$ cat config.mk
export PLATFORM = sky130hd
export DESIGN_NAME = freq_counter_mc_flat
export DESIGN_NICKNAME = d
export VERILOG_FILES = /design/src/rtl/freq_counter_mc_if.sv /design/src/rtl/freq_counter_mc.sv /design/src/flat_wrapper.sv
export SDC_FILE = /design/constraint.sdc
export NUM_CORES = 1
export LEC_CHECK = 0
export CAP_MARGIN = 15
export CORE_MARGIN = 5
export CORE_UTILIZATION = 45
export DETAILED_ROUTE_END_ITERATION = 7
export PLACE_DENSITY = 0.79
export RECOVER_POWER = 100
export SYNTH_ARGS = -nofsm -noshare
export SYNTH_HDL_FRONTEND = slang
export SYNTH_SLANG_ARGS = --single-unit
$ cat constraint.sdc
create_clock -name clk -period 4.9 [get_ports clk]
set_clock_uncertainty 0.2 [all_clocks]
set_input_delay 0.98 -clock clk [delete_from_list [all_inputs] [get_ports clk]]
set_output_delay 0.98 -clock clk [all_outputs]
set_load 0.01 [all_outputs]
$ cat src/rtl/freq_counter_mc_if.sv
// Handshake/result bundle for the multi-channel frequency counter.
// The master side drives the measured signals and the acknowledge; the slave side (the counter) returns results.
interface freq_counter_mc_if #(
  parameter int CH     = 4,
  parameter int CNT_W  = 16,
  parameter int GATE_W = 24
);
  logic [CH-1:0]       fin;
  logic                enable;
  logic [GATE_W-1:0]   gate_len;
  logic [1:0]          edge_mode;
  logic                res_ack;
  logic [CH*CNT_W-1:0] res_data;
  logic [CH-1:0]       res_ovf;
  logic                res_valid;
  logic                overrun;
  logic                busy;

  modport master (
    output fin, enable, gate_len, edge_mode, res_ack,
    input  res_data, res_ovf, res_valid, overrun, busy
  );

  modport slave (
    input  fin, enable, gate_len, edge_mode, res_ack,
    output res_data, res_ovf, res_valid, overrun, busy
  );
endinterface

$ cat src/rtl/freq_counter_mc.sv
// Multi-channel gated edge counter: synchronises each fin bit, counts selected edges over a
// programmable gate window and hands saturating per-channel counts to a consumer.
module freq_counter_mc #(
  parameter int CH          = 4,
  parameter int CNT_W       = 16,
  parameter int GATE_W      = 24,
  parameter int SYNC_STAGES = 2
) (
  input  logic             clk,
  input  logic             rst_n,
  freq_counter_mc_if.slave bus
);

  typedef enum logic [1:0] {IDLE, GATE, LATCH} state_t;

  state_t                   state;
  logic [CH-1:0]            fin_sync [SYNC_STAGES];
  logic [CH-1:0]            fin_hist;
  logic [CH-1:0]            rise;
  logic [CH-1:0]            fall;
  logic [CH-1:0]            hit;
  logic                     start_gate;
  logic [1:0]               mode_q;
  logic [GATE_W-1:0]        timer;
  logic [CH-1:0][CNT_W-1:0] cnt;
  logic [CH-1:0]            ovf;
  logic [CH*CNT_W-1:0]      res_data_q;
  logic [CH-1:0]            res_ovf_q;
  logic                     res_valid_q;
  logic                     overrun_q;
  logic                     busy_q;

  function automatic logic [GATE_W-1:0] gate_load(input logic [GATE_W-1:0] len);
    return (len == '0) ? GATE_W'(1) : len;
  endfunction

  function automatic logic [CNT_W-1:0] sat_inc(input logic [CNT_W-1:0] v);
    return (&v) ? v : v + CNT_W'(1);
  endfunction

  // Mode 2'b11 deliberately falls through to rising-edge counting.
  function automatic logic [CH-1:0] edge_sel(input logic [1:0]    mode,
                                             input logic [CH-1:0] r,
                                             input logic [CH-1:0] f);
    case (mode)
      2'b01:   return f;
      2'b10:   return r | f;
      default: return r;
    endcase
  endfunction

  // Input synchroniser chain plus one history stage for edge detection
  always_ff @(posedge clk or negedge rst_n) begin
    if (!rst_n) begin
      for (int s = 0; s < SYNC_STAGES; s++) fin_sync[s] <= '0;
      fin_hist <= '0;
    end else begin
      fin_sync[0] <= bus.fin;
      for (int s = 1; s < SYNC_STAGES; s++) fin_sync[s] <= fin_sync[s-1];
      fin_hist <= fin_sync[SYNC_STAGES-1];
    end
  end

  assign rise       = fin_sync[SYNC_STAGES-1] & ~fin_hist;
  assign fall       = ~fin_sync[SYNC_STAGES-1] & fin_hist;
  assign hit        = edge_sel(mode_q, rise, fall);
  assign start_gate = bus.enable && ((state == IDLE) || (state == LATCH));

  // Measurement control, counters and result hand-off
  always_ff @(posedge clk or negedge rst_n) begin
    if (!rst_n) begin
      state       <= IDLE;
      mode_q      <= '0;
      timer       <= '0;
      cnt         <= '0;
      ovf         <= '0;
      res_data_q  <= '0;
      res_ovf_q   <= '0;
      res_valid_q <= 1'b0;
      overrun_q   <= 1'b0;
      busy_q      <= 1'b0;
    end else begin
      overrun_q <= 1'b0;
      if (res_valid_q && bus.res_ack) res_valid_q <= 1'b0;

      case (state)
        IDLE: begin
          if (bus.enable) begin
            state  <= GATE;
            busy_q <= 1'b1;
          end
        end
        GATE: begin
          for (int c = 0; c < CH; c++) begin
            if (hit[c]) begin
              if (&cnt[c]) ovf[c] <= 1'b1;
              cnt[c] <= sat_inc(cnt[c]);
            end
          end
          timer <= timer - GATE_W'(1);
          if (timer == GATE_W'(1)) state <= LATCH;
        end
        LATCH: begin
          res_data_q  <= cnt;
          res_ovf_q   <= ovf;
          res_valid_q <= 1'b1;
          overrun_q   <= res_valid_q && !bus.res_ack;
          if (bus.enable) begin
            state <= GATE;
          end else begin
            state  <= IDLE;
            busy_q <= 1'b0;
          end
        end
        default: begin
          state  <= IDLE;
          busy_q <= 1'b0;
        end
      endcase

      // Gate parameters are frozen here so mid-gate input changes wait for the next gate.
      if (start_gate) begin
        timer  <= gate_load(bus.gate_len);
        mode_q <= bus.edge_mode;
        cnt    <= '0;
        ovf    <= '0;
      end
    end
  end

  assign bus.res_data  = res_data_q;
  assign bus.res_ovf   = res_ovf_q;
  assign bus.res_valid = res_valid_q;
  assign bus.overrun   = overrun_q;
  assign bus.busy      = busy_q;

endmodule

$ cat src/flat_wrapper.sv
// flat-port wrapper written by rule: the top's interface ports become plain ports
module freq_counter_mc_flat 
#(
  parameter int CH          = 4,
  parameter int CNT_W       = 16,
  parameter int GATE_W      = 24,
  parameter int SYNC_STAGES = 2
)
  (clk, rst_n, bus_fin, bus_enable, bus_gate_len, bus_edge_mode, bus_res_ack, bus_res_data, bus_res_ovf, bus_res_valid, bus_overrun, bus_busy);
  freq_counter_mc_if #(.CH(CH), .CNT_W(CNT_W), .GATE_W(GATE_W)) bus_i ();
  input  logic clk;
  input  logic rst_n;
  input wire logic [$bits(bus_i.fin)-1:0] bus_fin;
  input wire logic [$bits(bus_i.enable)-1:0] bus_enable;
  input wire logic [$bits(bus_i.gate_len)-1:0] bus_gate_len;
  input wire logic [$bits(bus_i.edge_mode)-1:0] bus_edge_mode;
  input wire logic [$bits(bus_i.res_ack)-1:0] bus_res_ack;
  output wire logic [$bits(bus_i.res_data)-1:0] bus_res_data;
  output wire logic [$bits(bus_i.res_ovf)-1:0] bus_res_ovf;
  output wire logic [$bits(bus_i.res_valid)-1:0] bus_res_valid;
  output wire logic [$bits(bus_i.overrun)-1:0] bus_overrun;
  output wire logic [$bits(bus_i.busy)-1:0] bus_busy;
  assign bus_i.fin = bus_fin;
  assign bus_i.enable = bus_enable;
  assign bus_i.gate_len = bus_gate_len;
  assign bus_i.edge_mode = bus_edge_mode;
  assign bus_i.res_ack = bus_res_ack;
  assign bus_res_data = bus_i.res_data;
  assign bus_res_ovf = bus_i.res_ovf;
  assign bus_res_valid = bus_i.res_valid;
  assign bus_overrun = bus_i.overrun;
  assign bus_busy = bus_i.busy;
  freq_counter_mc #(.CH(CH), .CNT_W(CNT_W), .GATE_W(GATE_W), .SYNC_STAGES(SYNC_STAGES)) u_core (.clk(clk), .rst_n(rst_n), .bus(bus_i));
endmodule
; Yosys cells after proc, flatten, opt, wreduce, memory -nomap -nowiden
; Index checks and enable logic that the tools add are counted.
[op_classes]
addsub = 5
n_eq_ne = 12
mux = 34
n_bitwise = 6
reduce_logical = 31
[ops]
columns = op, n
row1 = 16-bit two-way mux, 8
row2 = 64-bit two-way mux, 2
row3 = 24-bit two-way mux, 3
row4 = "16-bit by 1-bit adder with 16-bit output, second input constant", 4
row5 = 16-bit AND reduction, 4
row6 = 3-bit AND reduction, 9
row7 = "24-bit by 1-bit equality test with 1-bit output, second input constant", 1
row8 = 24-bit logical NOT, 1
row9 = "24-bit by 1-bit subtractor with 24-bit output, second input constant", 1
row10 = 2-bit nonzero test, 10
row11 = 1-bit two-way mux, 14
row12 = "2-bit by 1-bit != test with 1-bit output, second input constant", 5
row13 = 4-bit AND, 2
row14 = 4-bit two-way mux, 2
row15 = 4-bit NOT, 2
row16 = 4-bit one-hot mux with 2 select lines, 1
row17 = 2-bit one-hot mux with 3 select lines, 1
row18 = "2-bit by 1-bit equality test with 1-bit output, second input constant", 2
row19 = "2-bit equality test, second input constant", 2
row20 = 2-bit two-way mux, 2
row21 = "2-bit != test, second input constant", 2
row22 = 4-bit OR, 1
row23 = 1-bit logical AND, 3
row24 = 1-bit one-hot mux with 3 select lines, 1
row25 = 5 further kinds, 5
[word_totals]
regBits = 179
inputBits = 34
output_inout_bits = 71

; Depth between registers and ports, before layout
[logic_depth]
ltp_word = 7
mapped_depth = 9
depth_no_buf = 7

; Worst setup path before layout
; OpenSTA, ideal clock, no wires.
[synth_timing]
path_type = register to register
from = reg u_core.mode_q[0]
to = reg u_core.cnt[44] in the netlist's numbering
arrival_ns = 2.299
required_time_ns = 4.622
path_slack_ns = 2.323
path_stages_with_launch = 10
synth_period_minus_slack_ns = 2.577
cell_sequence = dfrtp_1 > inv_1 > ha_1 > buf_2 > a21oi_1 > a221o_1 > or4_1 > clkbuf_1 > or3_1 > a21oi_1
[synth_between]
elab_chain_cells = 4
elab_cells_between_ends = 5
classes_between = eq/ne: 2 / mux: 1 / reduce/logical: 2
[synth_rtl]
columns = item, line_no
row1 = "start, declared", freq_counter_mc.sv:23  ; logic [1:0] mode_q;
row2 = "start signal, assigned", freq_counter_mc.sv:124  ; mode_q <= bus.edge_mode;
row3 = 2-bit equality test / 2-bit by 1-bit equality test with 1-bit output (equally long branches), freq_counter_mc.sv:45  ; case (mode)
row4 = 4-bit one-hot mux with 2 select lines *, freq_counter_mc.sv:45
row5 = 2-bit nonzero test (no line) *, n/a
row6 = 3-bit AND reduction (no line) *, n/a
row7 = "end signal, assigned by index", freq_counter_mc.sv:97  ; cnt[c] <= sat_inc(cnt[c]);
row8 = "end, declared", freq_counter_mc.sv:25  ; logic [CH-1:0][CNT_W-1:0] cnt;
; Every way passes the cells marked *; elsewhere a longest branch is shown, timed or not.
; A chain may end at the register's enable or synchronous reset.

; Worst setup path in the final report
[layout_timing]
from = in bus_enable
to = reg u_core.timer[2]
[layout_between]
elab_chain_cells = 2
elab_cells_between_ends = 3
classes_between = mux: 1 / reduce/logical: 2
[layout_rtl]
columns = item, line_no
row1 = "start, declared", flat_wrapper.sv:14  ; input wire logic [$bits(bus_i.enable)-1:0] bus_enable;
row2 = 1-bit logical AND *, freq_counter_mc.sv:67  ; assign start_gate = bus.enable && ((state == IDLE) || (state == LATCH));
row3 = 24-bit two-way mux / 2-bit nonzero test (equally long branches), n/a
row4 = "end signal, assigned", freq_counter_mc.sv:100  ; timer <= timer - GATE_W'(1);
row5 = "end signal, assigned", freq_counter_mc.sv:123  ; timer <= gate_load(bus.gate_len);
row6 = "end, declared", freq_counter_mc.sv:24  ; logic [GATE_W-1:0] timer;
; Marks and branches as above.

==> summary by stage <==
Status
The flow ran to the end, but the final reports show violations. The checks that failed: max-capacitance violations, max-slew violations.

Placed design
The congestion estimate from routability-driven global placement came to around 0.81. Detailed placement finished with a half-perimeter wire length of between 10 and 15 mm. Input and output buffers added on the ports amount to 104. Once placement completed, the tool counted placed cells totaling 1064.

CTS
The tree is rooted in a sky130_fd_sc_hd__clkbuf_16. The post-CTS resize count is 0. The number of setup buffers added after CTS is 0. The number of clock buffers inserted by TritonCTS is 17. The clock tree from TritonCTS is yes. The clock sink total is between 150 and 200. Buffers inserted to repair hold after CTS numbered 0. The level count of the clock H-tree is 4. After clock tree synthesis, the clock-pin slew on the worst setup and hold paths is 0.06 ns.

The clock reaches the later pin of the worst-skew pair after 0.44 ns. Counting along the longest clock path gives a buffer depth of 2.

Synthesis
The sequential-to-total area share from yosys stat is 0.537. The number of warnings issued by yosys is 0. Ranked by instance count, the synthesized netlist is headed by sky130_fd_sc_hd__dfrtp_1 (179), sky130_fd_sc_hd__nand2_1 (73), sky130_fd_sc_hd__mux2_2 (65). The proportion of netlist area held by the largest area contributor is 0.537. Yosys attributes the largest share of cell area to sky130_fd_sc_hd__dfrtp_1 (54%), sky130_fd_sc_hd__mux2_2 (8.8%), sky130_fd_sc_hd__nand2_1 (3.3%). Of all flip-flops after synthesis, the portion carrying an async set or reset was 1.00. When the netlist entered floorplanning its net count stood at about 800. The number of distinct library cells after synthesis is 55. The most frequently used flop master after synthesis is sky130_fd_sc_hd__dfrtp_1. Synthesis inferred 179 register bits. The library cell with the highest instance count after synthesis is sky130_fd_sc_hd__dfrtp_1. In the synthesized netlist, the number of instances is 767.

The netlist area before placement is between 8000 and 9000 um2. Each instance of the synthesized netlist takes up on average 10.9 um2. Counting flops with a built-in enable in the synthesized netlist gives 0. Summed over all instances, the cell type with the most area after synthesis is sky130_fd_sc_hd__dfrtp_1.

Worst setup path
The worst setup path is launched from an input pin. At the worst endpoint, the required time is 5.02 ns. The worst endpoint data arrival time is 3.95 ns. The worst setup path category is input pin to flop. The flop-to-flop setup slack is about 1.2 ns.

STA classifies the critical path endpoint as a flop. In this run the worst path has a maximum fanout of 35.

Cells and area
The count of fill cells added during filler insertion is 1489. The count of placed standard cells in the final layout, fillers left out is roughly 1100. The net count of the finished layout is 905. The number of antenna cells inserted is 0.

For this run, the share of the core covered by cells in the final layout is 0.561. In the final layout, the share of cells above drive strength 1 is 0.127. The area growth from synthesis to layout is 21.6%.

Power
The peak ir drop on the vdd network is 0.263 mV. The sum of internal, switching and leakage power is 3.98 mW. Power spread over the standard cell area amounts to 392 nW/um2. Summed over all cells, the static leakage comes to 4.62 nW.

Run
Max-cap violations in this run came to 3.

Detailed routing
In this run the remaining antenna-violating nets after routing total 0. The detailed-route wire length is 18.1 mm. The number of design rule violations left after detail routing is 0.

The wire length per cell after detailed routing is 16.5 um. Using the TritonRoute via totals, the vias-per-cell ratio works out to 5.67. The number of violations reported at the end of detailed-routing iteration 0 is roughly 480. The total number of vias is 6220. The pre-antenna-repair detailed-routing pass consisted of 5 iterations.

STA
Setup repair after global routing left no endpoint under its margin. The final critical delay including setup and external delays is 3.83 ns. The accumulated negative setup slack is 0 ns.

Timing would allow up to 261 MHz. The tightest slew margin relative to the limit is -1.23. The worst hold-check slack is 0.151 ns.

The hold violation count in the final report came to 0. Setup violations remaining at the end of the flow were counted as 0. Of the available clock period, the critical path in the final layout requires 0.782.

For the pin with the worst max-slew slack, the measured transition is 3.34 ns. The max-slew violation count is between 200 and 250.

Die
The area of the die is 21400 um2. The height of the die is 146 um. The horizontal extent of the die is 146 um. For this design the top-level I/O count stands at 105.

The core outline area is 18100 um2. The row count is 49. The initial cell density of the core is 0.461.

Global routing
The number of antenna violations at the first check in global routing is 0. Global routing finished with a remaining overflow of 0. The first global-routing pass estimated 30.8 mm of wire. The via count of the first global-routing pass is around 6000. Entering global routing, the biggest net connects ~110 pins.

The overall track demand over capacity in global routing is 0.174.

Worst hold path
The class of the most critical hold timing path is flop to flop.
==> layer usage <==
metal / up-vias / wire length (um) / GRT usage
li1: 2991 / - / -
met1: 3066 / 8440 / 0.248
met2: 143 / 8610 / 0.264
met3: 20 / 765 / 0.0418
met4: 0 / 289 / 0.0564
met5: - / 0 / 0
==> cells in the final DEF, fill, tap and decap left out, types with 24 or more instances in the layout <==
master                            instances
sky130_fd_sc_hd__mux2_2                  65
sky130_fd_sc_hd__nand3_1                 24
sky130_fd_sc_hd__o21ai_0                 39
sky130_fd_sc_hd__dlygate4sd3_1           76
sky130_fd_sc_hd__dfrtp_1                179
sky130_fd_sc_hd__nand4_1                 24
sky130_fd_sc_hd__nand2_1                 73
sky130_fd_sc_hd__nor2_1                  46
sky130_fd_sc_hd__clkdlybuf4s50_1         27
sky130_fd_sc_hd__a21oi_1                 31
==> metrics by stage <==
stage               area, um2  setup slack [ns]
finish                  10100              1.07
global route            10100             0.833
CTS                     10200              1.88
detailed placement       9570              1.42
global placement         9570              1.55
floorplan                8340              2.32
==> worst max-delay path, cell delays in order <==
cell	delay (ns)
sky130_fd_sc_hd__dlygate4sd3_1	0.58
sky130_fd_sc_hd__nand2b_1	0.37
sky130_fd_sc_hd__clkbuf_1	1.22
sky130_fd_sc_hd__nand2_1	0.34
sky130_fd_sc_hd__o21a_1	0.22
sky130_fd_sc_hd__o221a_2	0.23
==> state kept, by name, summed over array words and instances, names as in the netlist <==
register	count
u_core.bus.res_data	64
u_core.timer	24
u_core.mode_q	2
u_core.state	2
u_core.cnt	64
u_core.bus.busy	1
u_core.bus.overrun	1
u_core.bus.res_ovf	4
u_core.ovf	4
u_core.fin_hist	4
u_core.fin_sync	8
u_core.bus.res_valid	1
==> cells by family (layout without fill, tap and decap cells) <==
kind of cell	Yosys count	count (layout)	share of synthesized area
buffers and inverters	60	161	0.0282
adder cells (fa/ha/maj)	16	16	0.0240
AND/OR/NAND/NOR	278	278	0.179
multiplexers	76	76	0.101
XOR/XNOR	28	28	0.0294
flip-flops	179	179	0.537
AO/OA/AOI/OAI	130	130	0.101
==> path summary, 6_finish.rpt <==
path                                     from  cells past startpoint                      end
setup reg to reg              u_core.state[0]                      2  u_core.bus.res_data[49]
min in group asynchronous               rst_n                      1  u_core.bus.res_data[42]
hold reg to reg            u_core.fin_sync[7]                      0       u_core.fin_sync[3]
max in group asynchronous               rst_n                      1       u_core.fin_sync[5]
setup / recovery                   bus_enable                      6          u_core.timer[2]
hold / removal             u_core.fin_sync[7]                      0       u_core.fin_sync[3]
==> power by group <==
part           switching [mW]  internal (mW)
combinational           0.332          0.276
clock                   0.601          0.773
sequential              0.303           1.69
==> area by class of cell <==
type / instances / area [um2] / share of cell area
well taps: 229 / 287 / 0.0283
clock buffers: 19 / 443 / 0.0437
flip-flops and latches: 179 / 4480 / 0.442
multi-input cells: 528 / 3620 / 0.357
repair buffers: 109 / 1090 / 0.107
inverters: 20 / 75.1 / 0.00740
clock inverters: 13 / 154 / 0.0152
No activity file was read; power rests on OpenSTA's default activity.
